File: config.mk
export PLATFORM = sky130hd
export DESIGN_NAME = wash_timer
export DESIGN_NICKNAME = d
export VERILOG_FILES = /design/src/rtl/wash_timer.sv
export SDC_FILE = /design/constraint.sdc
export NUM_CORES = 1
export LEC_CHECK = 0
export ABC_CLOCK_PERIOD_IN_PS = 5000
export CAP_MARGIN = 10
export CORE_MARGIN = 2
export CORE_UTILIZATION = 63
export DETAILED_ROUTE_END_ITERATION = 8
export PLACE_DENSITY = 0.85
export SETUP_SLACK_MARGIN = 0.3
export SYNTH_ARGS = -nofsm -noshare
export SYNTH_HDL_FRONTEND = slang
export SYNTH_SLANG_ARGS = --single-unit
export TNS_END_PERCENT = 10
File: constraint.sdc
create_clock -name clk_i -period 5 [get_ports clk_i]
set_clock_uncertainty 0.2 [all_clocks]
set_input_delay 0.75 -clock clk_i [delete_from_list [all_inputs] [get_ports clk_i]]
set_output_delay 0.75 -clock clk_i [all_outputs]
set_load 0.005 [all_outputs]
File: src/rtl/wash_timer.sv
// wash_timer: run timer feeding the washing-machine controller FSM.
// Numbers motor runs per job (0 = wash, 1 = rinse, 2 = spin), times each run
// with a clock prescaler and a per-run tick limit, and raises cycle_timeout_o
// or spin_timeout_o as a registered, held level.
// Optional valve watchdog: define WASH_TIMER_WDOG_EN to build it; otherwise
// valve_fault_o is tied low.
module wash_timer #(
  parameter int unsigned TICK_DIV        = 100,
  parameter int unsigned CNT_W           = 16,
  parameter int unsigned WASH_TICKS      = 600,
  parameter int unsigned RINSE_TICKS     = 300,
  parameter int unsigned SPIN_TICKS      = 200,
  parameter int unsigned VALVE_MAX_TICKS = 120
) (
  input  logic       clk_i,
  input  logic       rst_ni,
  input  logic       motor_on_i,
  input  logic       door_lock_i,
  input  logic       done_i,
  input  logic       fill_valve_on_i,
  input  logic       drain_valve_on_i,
  output logic       cycle_timeout_o,
  output logic       spin_timeout_o,
  output logic [1:0] run_idx_o,
  output logic       valve_fault_o
);

  localparam int unsigned PW = $clog2(TICK_DIV);

  localparam logic [PW-1:0]    PRESC_LAST = PW'(TICK_DIV - 1);
  localparam logic [PW-1:0]    PRESC_ONE  = PW'(1);
  localparam logic [CNT_W-1:0] CNT_ONE    = CNT_W'(1);
  localparam logic [CNT_W-1:0] WASH_LIM   = CNT_W'(WASH_TICKS);
  localparam logic [CNT_W-1:0] RINSE_LIM  = CNT_W'(RINSE_TICKS);
  localparam logic [CNT_W-1:0] SPIN_LIM   = CNT_W'(SPIN_TICKS);
  localparam logic [1:0]       RUN_RINSE  = 2'd1;
  localparam logic [1:0]       RUN_SPIN   = 2'd2;
  localparam logic [1:0]       RUN_DONE   = 2'd3;

  typedef enum logic [1:0] {
    ST_IDLE    = 2'd0,
    ST_RUN     = 2'd1,
    ST_PAUSE   = 2'd2,
    ST_EXPIRED = 2'd3
  } state_e;

  state_e           state_q, state_d;
  logic [PW-1:0]    presc_q, presc_d;
  logic [CNT_W-1:0] cnt_q, cnt_d;
  logic [1:0]       run_idx_q, run_idx_d;
  logic             cyc_q, cyc_d;
  logic             spin_q, spin_d;

  logic             abort_s;
  logic             start_s;
  logic             advance_s;
  logic             tick_s;
  logic             last_s;
  logic [CNT_W-1:0] limit_s;

  // Abort (door unlocked or end of job) overrides every other transition.
  assign abort_s   = !door_lock_i || done_i;
  // A new run may only begin while fewer than three runs have completed.
  assign start_s   = motor_on_i && (run_idx_q != RUN_DONE);
  // Timing advances only while the motor is on; a paused run resumes on the
  // same edge that sees motor_on return, so that edge also counts.
  assign advance_s = motor_on_i && ((state_q == ST_RUN) || (state_q == ST_PAUSE));
  assign tick_s    = (presc_q == PRESC_LAST);
  assign last_s    = advance_s && tick_s && ((cnt_q + CNT_ONE) == limit_s);

  // Select the tick limit of the current run.
  always_comb begin
    limit_s = SPIN_LIM;
    case (run_idx_q)
      2'd0:      limit_s = WASH_LIM;
      RUN_RINSE: limit_s = RINSE_LIM;
      default:   limit_s = SPIN_LIM;
    endcase
  end

  // State register.
  always_ff @(posedge clk_i or negedge rst_ni) begin
    if (!rst_ni) begin
      state_q <= ST_IDLE;
    end else begin
      state_q <= state_d;
    end
  end

  // Next-state logic for the run FSM.
  always_comb begin
    state_d = state_q;
    if (abort_s) begin
      state_d = ST_IDLE;
    end else begin
      case (state_q)
        ST_IDLE: begin
          if (start_s) state_d = ST_RUN;
          else         state_d = ST_IDLE;
        end
        ST_RUN: begin
          if (!motor_on_i) state_d = ST_PAUSE;
          else if (last_s) state_d = ST_EXPIRED;
          else             state_d = ST_RUN;
        end
        ST_PAUSE: begin
          if (last_s)          state_d = ST_EXPIRED;
          else if (motor_on_i) state_d = ST_RUN;
          else                 state_d = ST_PAUSE;
        end
        ST_EXPIRED: begin
          if (!motor_on_i) state_d = ST_IDLE;
          else             state_d = ST_EXPIRED;
        end
        default: state_d = ST_IDLE;
      endcase
    end
  end

  // Next values of prescaler, tick counter, run number and timeout flags.
  always_comb begin
    presc_d   = presc_q;
    cnt_d     = cnt_q;
    run_idx_d = run_idx_q;
    cyc_d     = cyc_q;
    spin_d    = spin_q;
    if (abort_s) begin
      presc_d   = '0;
      cnt_d     = '0;
      run_idx_d = 2'd0;
      cyc_d     = 1'b0;
      spin_d    = 1'b0;
    end else begin
      case (state_q)
        ST_IDLE: begin
          if (start_s) begin
            presc_d = '0;
            cnt_d   = '0;
          end else begin
            presc_d = presc_q;
            cnt_d   = cnt_q;
          end
        end
        ST_RUN, ST_PAUSE: begin
          if (advance_s) begin
            if (tick_s) begin
              presc_d = '0;
              cnt_d   = cnt_q + CNT_ONE;
              if (last_s) begin
                cyc_d  = (run_idx_q < RUN_SPIN);
                spin_d = (run_idx_q >= RUN_SPIN);
              end else begin
                cyc_d  = 1'b0;
                spin_d = 1'b0;
              end
            end else begin
              presc_d = presc_q + PRESC_ONE;
            end
          end else begin
            presc_d = presc_q;
            cnt_d   = cnt_q;
          end
        end
        ST_EXPIRED: begin
          if (!motor_on_i) begin
            cyc_d     = 1'b0;
            spin_d    = 1'b0;
            run_idx_d = (run_idx_q == RUN_DONE) ? RUN_DONE : (run_idx_q + 2'd1);
          end else begin
            cyc_d  = cyc_q;
            spin_d = spin_q;
          end
        end
        default: begin
          presc_d = '0;
          cnt_d   = '0;
        end
      endcase
    end
  end

  // Run datapath and registered timeout outputs.
  always_ff @(posedge clk_i or negedge rst_ni) begin
    if (!rst_ni) begin
      presc_q   <= '0;
      cnt_q     <= '0;
      run_idx_q <= 2'd0;
      cyc_q     <= 1'b0;
      spin_q    <= 1'b0;
    end else begin
      presc_q   <= presc_d;
      cnt_q     <= cnt_d;
      run_idx_q <= run_idx_d;
      cyc_q     <= cyc_d;
      spin_q    <= spin_d;
    end
  end

  assign cycle_timeout_o = cyc_q;
  assign spin_timeout_o  = spin_q;
  assign run_idx_o       = run_idx_q;

`ifdef WASH_TIMER_WDOG_EN
  localparam logic [CNT_W-1:0] VALVE_LIM = CNT_W'(VALVE_MAX_TICKS);

  logic             wopen_q, wopen_d;
  logic [PW-1:0]    wpresc_q, wpresc_d;
  logic [CNT_W-1:0] wcnt_q, wcnt_d;
  logic             fault_q, fault_d;
  logic             valve_open_s;
  logic [PW-1:0]    wpresc_eff_s;
  logic [CNT_W-1:0] wcnt_eff_s;
  logic             wtick_s;

  // The edge that first sees a valve open already counts as prescaler step 0,
  // so the fault lands on the VALVE_MAX_TICKS*TICK_DIV-th open edge.
  assign valve_open_s = fill_valve_on_i || drain_valve_on_i;
  assign wpresc_eff_s = wopen_q ? wpresc_q : '0;
  assign wcnt_eff_s   = wopen_q ? wcnt_q : '0;
  assign wtick_s      = (wpresc_eff_s == PRESC_LAST);

  // Valve watchdog next-state: counts ticks while a valve is open.
  always_comb begin
    wopen_d  = wopen_q;
    wpresc_d = wpresc_q;
    wcnt_d   = wcnt_q;
    fault_d  = fault_q;
    if (abort_s) begin
      wopen_d  = 1'b0;
      wpresc_d = '0;
      wcnt_d   = '0;
      fault_d  = 1'b0;
    end else if (!valve_open_s) begin
      wopen_d  = 1'b0;
      wpresc_d = '0;
      wcnt_d   = '0;
    end else begin
      wopen_d = 1'b1;
      if (wtick_s) begin
        wpresc_d = '0;
        if ((wcnt_eff_s + CNT_ONE) >= VALVE_LIM) begin
          wcnt_d  = VALVE_LIM;
          fault_d = 1'b1;
        end else begin
          wcnt_d  = wcnt_eff_s + CNT_ONE;
        end
      end else begin
        wpresc_d = wpresc_eff_s + PRESC_ONE;
        wcnt_d   = wcnt_eff_s;
      end
    end
  end

  // Valve watchdog registers; the fault flag is sticky until abort or reset.
  always_ff @(posedge clk_i or negedge rst_ni) begin
    if (!rst_ni) begin
      wopen_q  <= 1'b0;
      wpresc_q <= '0;
      wcnt_q   <= '0;
      fault_q  <= 1'b0;
    end else begin
      wopen_q  <= wopen_d;
      wpresc_q <= wpresc_d;
      wcnt_q   <= wcnt_d;
      fault_q  <= fault_d;
    end
  end

  assign valve_fault_o = fault_q;
`else
  logic unused_wdog_s;
  assign unused_wdog_s = ^{fill_valve_on_i, drain_valve_on_i, CNT_W'(VALVE_MAX_TICKS)};
  assign valve_fault_o = 1'b0;
`endif

endmodule
==> results.md, run 1 <==
- Status: finished, final reports clean
- Routed Antenna Nets: 0
- GRT Resource Usage Total: 24.4%
- Root Buffer: clkbuf_4
- Vias in the first global route: 1426
- Actual slew at the worst max-slew pin: 1.06 ns
- Worst slew margin: 28.8%
- Core Rows: 20
- Fin crit period: 2.86 ns
- Number of library cell types mapped by synthesis: 47
- PnR worst setup slack: 2.14 ns
- Slew Limit Fails: 0
- Mean Syn Cell Area: 8.73 µm²
- P&R area growth vs syn: 6.33%
- Most frequent cells in the layout: dfrtp_1 (29), o21ai_0 (25), nand2_1 (21), nor2_1 (18), nand3_1 (13)
- First-pass iteration count of the detailed router: 4
- Fraction of layout cells with a size suffix above 1: 8.77%
- Hold Buf Count CTS: 0
- Die X-Extent: 59.7 µm
- CTS max path bufs: 2
- Post-Syn Nets: 238
- Clk pin slew, worst setup/hold paths: 0.09 ns
- RSZ-0062 raised after global routing: no
- Via density: 6.15
- # Post-CTS Setup Buffers: 0
- Total power divided by cell area: 193 nW/µm²
- Setup Viol. Count Final: 0
- EDFF count, synth: 0
- H-tree Lvls: 2
- Commonest non-fill, non-tap cell in the layout: dfrtp_1
- DRC Markers: 0
- Die height: 59.7 µm
- Largest net degree at the start of global routing: 30
- Gates resized, CTS repair: 0
- Crit Path Category: input pin to register
- Final Hold Viols: 0
- Crit share post-route: 57.2%
- Clock sink count: 29
- CTS Buf Count: 5
- Top Layer Used: met4
- CP required: 5.04 ns
- Initial antenna violation count: 0
- Number of diodes: 0
- Initial cell density of the core: 65.1%
- Placer Congestion: 0.843
- Buffers on Ports: 8
- Met2 WL: 1.86 mm
- Critical path data arrival time: 2.90 ns
- Startpoint Class: input pin
- P_leak: 0.871 nW
- Met3 wire length: 118 µm
- Worst-Skew Late Latency: 0.33 ns
- Worst Hold Class: register to register
- Mapped Cells: 224
- Yosys warning count: 0
- Max-Cap Viols: 0
- Max VDD drop: 0.178 mV
- Ports: 12
- Synth Flop Type: dfrtp_1
- CP max FO: 12
- Dpl hpwl: 2.66 mm
- M1 WL: 1.89 mm
- Die area: 3570 µm²
- GRT overflow: 0
- Wire per inst: 15.0 µm
- Ys async rst share: 100%
- Post-synthesis cell area: 1960 µm²
- First-pass GRT wire length: 6.50 mm
- Final WL: 3.93 mm
- Post-synthesis sequential area ratio: 37.1%
- Max Clk Rate: 350 MHz
- Nets: 242
- Post-Place Setup Slack: 1.84 ns
- Core Area: 3000 µm²
- Drt initial violations: 130
- Total Neg Setup Slack: 0 ns
- Via Count: 1606
- Register bit total from synthesis: 29
- Endpoint class of the critical path: register
- CTS tree: yes
[worst paths after layout]
check                           startpoint               to  slack (ns)  cells past startpoint
max                                 done_i         cnt_q[9]        2.14                      5
min                        cycle_timeout_o  cycle_timeout_o        0.31                      2
max reg2reg                     presc_q[0]         cnt_q[3]        2.36                      7
max in group asynchronous           rst_ni        cnt_q[13]        3.73                      2
min in group asynchronous           rst_ni       state_q[0]        0.60                      2
min reg2reg                cycle_timeout_o  cycle_timeout_o        0.31                      2
[where the power goes]
group	internal (mW)	total, mW	switching [mW]
Combinational	0.00666	0.0215	0.0148
Sequential	0.235	0.235	0.000505
Clock	0.0662	0.144	0.0774
Total	0.308	0.400	0.0927
[metrics by stage]
stage	power, mW	utilization [%]	cells	instance area (µm²)	hold slack (ns)
CTS	0.404	69.3	261	2080	0.317
floorplan	0.251	-	224	1960	0.254
detailed placement	0.262	67.4	254	2020	0.293
global route	0.418	69.3	261	2080	0.338
global placement	0.261	67.4	254	2020	0.278
finish	0.400	69.3	261	2080	0.311
[critical path: stages]
cell and delay, ns:
clkdlybuf4s50_1 0.41, nand2b_1 0.34, nor3_1 0.94, nand2_1 0.21, o31ai_1 0.24
[synthesized netlist by cell type (all sizes together) (4+ instances only)]
| cell | count | area [µm²] |
|---|---|---|
| nand3 | 14 | 75.1 |
| ha | 7 | 87.6 |
| o21ai | 26 | 130 |
| nand4 | 6 | 58.8 |
| clkbuf | 7 | 26.3 |
| a21oi | 8 | 40.0 |
| nor2 | 18 | 67.6 |
| and2 | 5 | 31.3 |
| xor2 | 9 | 78.8 |
| o41ai | 4 | 57.6 |
| dfrtp | 29 | 726 |
| o31ai | 9 | 67.6 |
| nor3 | 12 | 71.3 |
| xnor2 | 8 | 70.1 |
| inv | 6 | 22.5 |
| nand2 | 22 | 85.1 |
| buf | 5 | 33.8 |
[cells by family (layout without fill, tap and decap cells)]
kind of cell	after synthesis	in the layout	share of synthesized area, %
simple gates	96	96	27.3
compound gates	55	55	18.6
flops	29	29	37.1
buf+inv	18	22	4.22
xor+xnor	17	17	7.61
fa+ha+maj	7	7	4.48
other cells	1	1	0.192
mux	1	1	0.512
[flip-flops by register name, summed over array words and instances (netlist names)]
| signal | count |
|---|---|
| run_idx_o | 2 |
| state_q | 2 |
| spin_timeout_o | 1 |
| presc_q | 7 |
| cnt_q | 16 |
| cycle_timeout_o | 1 |
[final cells by class]
cell class / instances / area, µm²
clock buffers: 7 / 55.1
multi-input cells: 177 / 1150
flip-flops and latches: 29 / 726
fillers: 241 / 923
well taps: 33 / 41.3
repair buffers: 9 / 87.6
inverters: 6 / 22.5
[layer usage]
metal / up-vias / GRT usage [%]
met2: 27 / 37.0
li1: 813 / -
met4: 0 / 6.67
met1: 760 / 34.8
met3: 6 / 5.84
met5: - / 0
Power figures use the tool's default switching activity.
==> run 2, diff against run 1 <==
Settings changed: ABC_CLOCK_PERIOD_IN_PS 5000 to 2800, CORE_UTILIZATION 63 to 59, PLACE_DENSITY 0.85 to 0.8.
Clock period 5 ns to 2.8 ns, I/O delays scaled along.
==> results.md, run 2 (synthesized netlist as in run 1, its figures left out) <==
- RSZ-0062 raised after global routing: yes
- Via density: 6.11 (-0.65%)
- Initial antenna violation count: 0 (unchanged)
- Worst Hold Class: register to register
- Worst slew margin: 58.3% (+30 points)
- Fin util: 70.5% (+1.3 points)
- Buffers on Ports: 8 (unchanged)
- Fin crit period: 2.47 ns
- GRT overflow: 0 (unchanged)
- Total Neg Setup Slack: 0 ns (unchanged)
- Crit Path Category: register to register
- Fraction of layout cells with a size suffix above 1: 15.1% (+6.4 points)
- CP delay by family, top: simple AND/OR/NAND/NOR gates
- Most flops, register: cnt_q
- Setup Viol. Count Final: 0 (unchanged)
- Total power divided by cell area: 323 nW/µm² (+68%)
- Leading registers by flop count: cnt_q x16, presc_q x7
- Actual slew at the worst max-slew pin: 0.626 ns (-0.434 ns)
- Worst-Skew Late Latency: 0.33 ns (about the same)
- P_leak: 0.914 nW (+4.9%)
- Core Rows: 20 (unchanged)
- P&R area growth vs syn: 11.9%
- Via Count: 1724 (+7.3%)
- Max incr delay on CP: 0.59 ns (-0.35 ns)
- Post-Place Setup Slack: 0.192 ns (-1.65 ns)
- Largest net degree at the start of global routing: 30 (unchanged)
- Worst path most repeated cell: xnor2_1
- Max-Cap Viols: 0 (unchanged)
- H-tree Lvls: 2 (unchanged)
- Vias in the first global route: 1524 (+6.9%)
- Crit share post-route: 88.2%
- Clk pin slew, worst setup/hold paths: 0.09 ns (about the same)
- GRT met2 Usage: 39.5% (+2.6 points)
- First-pass iteration count of the detailed router: 4 (unchanged)
- Initial cell density of the core: 63.0% (-2.1 points)
- Slowest CP cell: or4_4
- Filler instances: 264 (+9.5%)
- Wire per inst: 15.5 µm (+2.8%)
- Die X-Extent: 61.6 µm (+3.1%)
- Largest register FFs: 16 (unchanged)
- Max Clk Rate: 405 MHz
- Startpoint Class: register
- Die area: 3790 µm² (+6.3%)
- DRC Markers: 0 (unchanged)
- Fin area: 2190 µm² (+5.2%)
- Root Buffer: clkbuf_4
- Number of diodes: 0 (unchanged)
- Met3 Use GR: 6.30% (+0.46 points)
- Nets: 251 (+3.7%)
- CTS tree: yes
- Buf/Inv on CP: 0 (-1)
- First-pass GRT wire length: 6.94 mm (+6.8%)
- Commonest non-fill, non-tap cell in the layout: o21ai_0
- Max VDD drop: 0.273 mV (+54%)
- Clock sink count: 29 (unchanged)
- PnR worst setup slack: 0.332 ns (-1.81 ns)
- Routed Antenna Nets: 0 (unchanged)
- CTS Buf Count: 5 (unchanged)
- Critical path data arrival time: 2.50 ns (-0.40 ns)
- CP max FO: 6 (-6)
- Area after DPL: 2080 µm² (+2.5%)
- Status: finished, final reports clean
- CTS max path bufs: 2 (unchanged)
- Ports: 12 (unchanged)
- Most frequent cells in the layout: o21ai_0 (25), dfrtp_1 (23), nand2_1 (21), nor2_1 (18), nand3_1 (13)
- Core Area: 3100 µm² (+3.3%)
- Final Hold Viols: 0 (unchanged)
- Die height: 61.6 µm (+3.1%)
- Slew Limit Fails: 0 (unchanged)
- Worst-path cell chain: ha_2 -> nand2_2 -> xnor2_1 -> xnor2_1 -> a311oi_1 -> or4_4 -> o41ai_2
- M1 GR Usage: 34.7% (-0.067 points)
- Placer Congestion: 0.855 (+1.5%)
- Endpoint class of the critical path: register
- GRT Max-Usage Layer: met2
- Final WL: 4.36 mm (+11%)
- CP required: 2.83 ns (-2.21 ns)
- Power Total: 0.707 mW (+76%)
- GRT Resource Usage Total: 25.3% (+0.94 points)
- Dpl hpwl: 2.91 mm (+9.6%)
- Drt initial violations: 207 (+59%)
==> run 2: cell count changes in the layout (fill, tap and decap cells not counted), moves of 2 or more <==
cell      change
buf_4         +9
clkbuf_1      +2
dfrtp_1       -6
dfrtp_2       +6
==> run 2: per-stage QoR <==
step / cells / hold WS [ns]
after detailed placement: 270 / 0.278
final: 282 / 0.291
after floorplan: 224 / -0.0756
after CTS: 279 / 0.299
after global routing: 282 / 0.315
after global placement: 270 / 0.265
==> run 2: layer usage <==
| layer | part of all wire, % | vias to the layer above |
|---|---|---|
| met1 | 44 | 841 |
| met4 | 1.9 | 0 |
| li1 | - | 833 |
| met3 | 4.5 | 7 |
| met2 | 49 | 43 |
| met5 | 0 | - |
==> run 2: worst paths after layout <==
kind                                      start  slack, ns              end  cells after the start
worst max-delay path                   cnt_q[0]       0.33  cycle_timeout_o                      7
worst min-delay path            cycle_timeout_o       0.29  cycle_timeout_o                      2
worst max register to register         cnt_q[0]       0.33  cycle_timeout_o                      7
worst min register to register  cycle_timeout_o       0.29  cycle_timeout_o                      2
max in group asynchronous                rst_ni       1.80         cnt_q[3]                      2
min in group asynchronous                rst_ni       0.30         cnt_q[8]                      2
==> run 2: final cells by class <==
class / instances / area, µm² / share of cell area [%]
Sequential cell: 29 / 733 / 33.5
Tap cell: 44 / 55.1 / 2.52
Timing Repair Buffer: 18 / 155 / 7.09
Multi-Input combinational cell: 177 / 1170 / 53.6
Inverter: 6 / 22.5 / 1.03
Clock buffer: 8 / 48.8 / 2.23
==> run 2: tightest hold or removal path: stages, from the launching register on <==
cell and delay, ns:
dfrtp_1 0.35, nand2_1 0.06, o41ai_2 0.05
==> run 2: power by group <==
group          switching (mW)  internal, mW  leakage [nW]
registers            0.000941         0.419         0.395
clock network           0.144        0.0999        0.0265
logic                  0.0277        0.0152         0.492
total                   0.172         0.534         0.914
==> run 2: what timing repair did <==
item,in CTS,in global routing
resized for setup,6,5
buffers inserted,1,3
hold buffers,0,0
pin swaps,0,3
setup endpoints to repair,1,6
==> run 3, diff against run 2 <==
Settings changed: REMOVE_ABC_BUFFERS from default to 1.
==> results.md, run 3 (synthesized netlist as in run 1, its figures left out) <==
- P&R area growth vs syn: 15.4%
- Via Count: 1703 (-1.2%)
- Fin crit period: 2.41 ns (-0.0570 ns)
- H-tree Lvls: 2 (unchanged)
- RSZ-0062 raised after global routing: yes
- Status: finished, final reports clean
- Met3 Use GR: 6.30% (unchanged)
- GRT overflow: 0 (unchanged)
- Hold slack final: 0.265 ns (-0.0259 ns)
- Vias in the first global route: 1533 (+0.59%)
- Commonest non-fill, non-tap cell in the layout: o21ai_0
- Root Buffer: clkbuf_4
- Switch Pwr: 0.171 mW (-0.47%)
- Worst Hold Class: input pin to async pin
- DRC Markers: 0 (unchanged)
- Max VDD drop: 0.258 mV (-5.7%)
- GRT Max-Usage Layer: met2
- Max Clk Rate: 415 MHz (+2.4%)
- Largest register FFs: 16 (unchanged)
- Nets: 253 (+0.80%)
- Max incr delay on CP: 0.53 ns (-0.06 ns)
- Crit share post-route: 86.1% (-2.0 points)
- P_leak: 0.967 nW (+5.9%)
- Worst-path cell chain: nand4_4 -> nor4_4 -> xnor2_1 -> o21ai_1 -> or4_4 -> o41ai_2
- CTS max path bufs: 2 (unchanged)
- CP required: 2.82 ns (about the same)
- First-pass GRT wire length: 6.73 mm (-3.0%)
- Clock sink count: 29 (unchanged)
- CTS Buf Count: 5 (unchanged)
- Leading registers by flop count: cnt_q x16, presc_q x7
- Slowest CP cell: or4_4
- Slew Limit Fails: 0 (unchanged)
- Ports: 12 (unchanged)
- R2R depth: 6 (-1)
- Sequential share of power: 60.0% (+0.5 points)
- Die height: 61.6 µm (unchanged)
- Buffers on Ports: 8 (unchanged)
- Clock power frac: 34.2% (-0.3 points)
- First-pass iteration count of the detailed router: 4 (unchanged)
- Setup Viol. Count Final: 0 (unchanged)
- M1 GR Usage: 30.3% (-4.4 points)
- Comb pwr share: 5.7% (-0.4 points)
- Crit Path Category: register to register
- Clk pin slew, worst setup/hold paths: 0.10 ns (about the same)
- Final WL: 4.27 mm (-2.1%)
- Switching Fraction: 24.5% (+0.12 points)
- Largest net degree at the start of global routing: 30 (unchanged)
- Number of diodes: 0 (unchanged)
- Total power divided by cell area: 310 nW/µm² (-4.0%)
- Hold Buf Count CTS: 0 (unchanged)
- CTS tree: yes
- CP max FO: 6 (unchanged)
- Fraction of layout cells with a size suffix above 1: 18.8% (+3.6 points)
- GRT met2 Usage: 37.9% (-1.7 points)
- Placer Congestion: 0.894 (+4.5%)
- Total Neg Setup Slack: 0 ns (unchanged)
- Die area: 3790 µm² (unchanged)
- Most frequent cells in the layout: o21ai_0 (24), dfrtp_1 (23), nand2_1 (21), nor2_1 (18), nand3_1 (12)
- Via density: 6.00 (-1.9%)
- Startpoint Class: register
- GRT Resource Usage Total: 23.8% (-1.5 points)
- Internal power: 0.529 mW (-1.1%)
- Die X-Extent: 61.6 µm (unchanged)
- Initial antenna violation count: 0 (unchanged)
- Dpl hpwl: 2.94 mm (+0.90%)
- Filler instances: 249 (-5.7%)
- Max-Cap Viols: 0 (unchanged)
- Initial cell density of the core: 63.0% (unchanged)
- Core Area: 3100 µm² (unchanged)
- Final Hold Viols: 0 (unchanged)
- Routed Antenna Nets: 0 (unchanged)
- Endpoint class of the critical path: register
- Most flops, register: cnt_q
- Wire per inst: 15.0 µm (-2.8%)
- Critical path data arrival time: 2.43 ns (-0.07 ns)
- Worst-Skew Late Latency: 0.33 ns (about the same)
- Core Rows: 20 (unchanged)
- Drt initial violations: 139 (-33%)
run 3: final timing paths:
path | startpoint | endpoint | slack [ns]
min in group clk_i | spin_timeout_o | spin_timeout_o | 0.29
worst max-delay path | cnt_q[6] | cycle_timeout_o | 0.39
worst min register to register | spin_timeout_o | spin_timeout_o | 0.29
max in group asynchronous | rst_ni | cnt_q[5] | 1.84
worst min-delay path | rst_ni | cnt_q[15] | 0.27
worst max register to register | cnt_q[6] | cycle_timeout_o | 0.39
run 3: cell type report:
cell class	count	area, µm²	area share, %
inverter	6	22.5	0.998
timing repair buffer	19	163	7.21
clock inverter	2	10.0	0.443
tap	44	55.1	2.44
sequential	29	733	32.5
multi-input combinational	178	1230	54.6
clock buffer	6	41.3	1.83
run 3: critical path, delay by kind of cell, from the launching register on:
family	cells	cell delay, ns
xor gates and xnor gates	1	0.16
DFF	1	0.46
and+or+nand+nor	3	1.08
AOI/OAI and AO/OA	2	0.40
run 3: what timing repair did:
action                                  CTS  global route
cloned                                    0             1
gates resized for setup                   6            13
endpoints found under the setup margin    3             4
pin swaps                                 0             2
setup buffers                             1             3
run 3: metrics by stage:
step | power [mW] | area (µm²) | setup WS [ns] | utilization, % | std cells
final | 0.700 | 2260 | 0.389 | 72.7 | 284
after global routing | 0.730 | 2260 | 0.271 | 72.7 | 284
after CTS | 0.711 | 2170 | 0.312 | 70.0 | 280
after detailed placement | 0.469 | 2080 | 0.233 | 67.1 | 271
after global placement | 0.468 | 2080 | 0.286 | 67.1 | 271
after floorplan | 0.446 | 1900 | 0.480 | - | 212
run 3: power by group through the flow:
stage | Combinational (mW) | Sequential (mW) | Clock, mW
after global placement | 0.0393 | 0.429 | 0
final | 0.0402 | 0.420 | 0.239
after floorplan | 0.0170 | 0.429 | 0
after CTS | 0.0405 | 0.420 | 0.250
after global routing | 0.0450 | 0.421 | 0.265
after detailed placement | 0.0404 | 0.429 | 0
run 3: per-layer routing:
layer | vias up | part of all wire [%]
li1 | 843 | -
met1 | 804 | 43
met2 | 42 | 49
met3 | 14 | 5.3
met4 | 0 | 2.5
met5 | - | 0
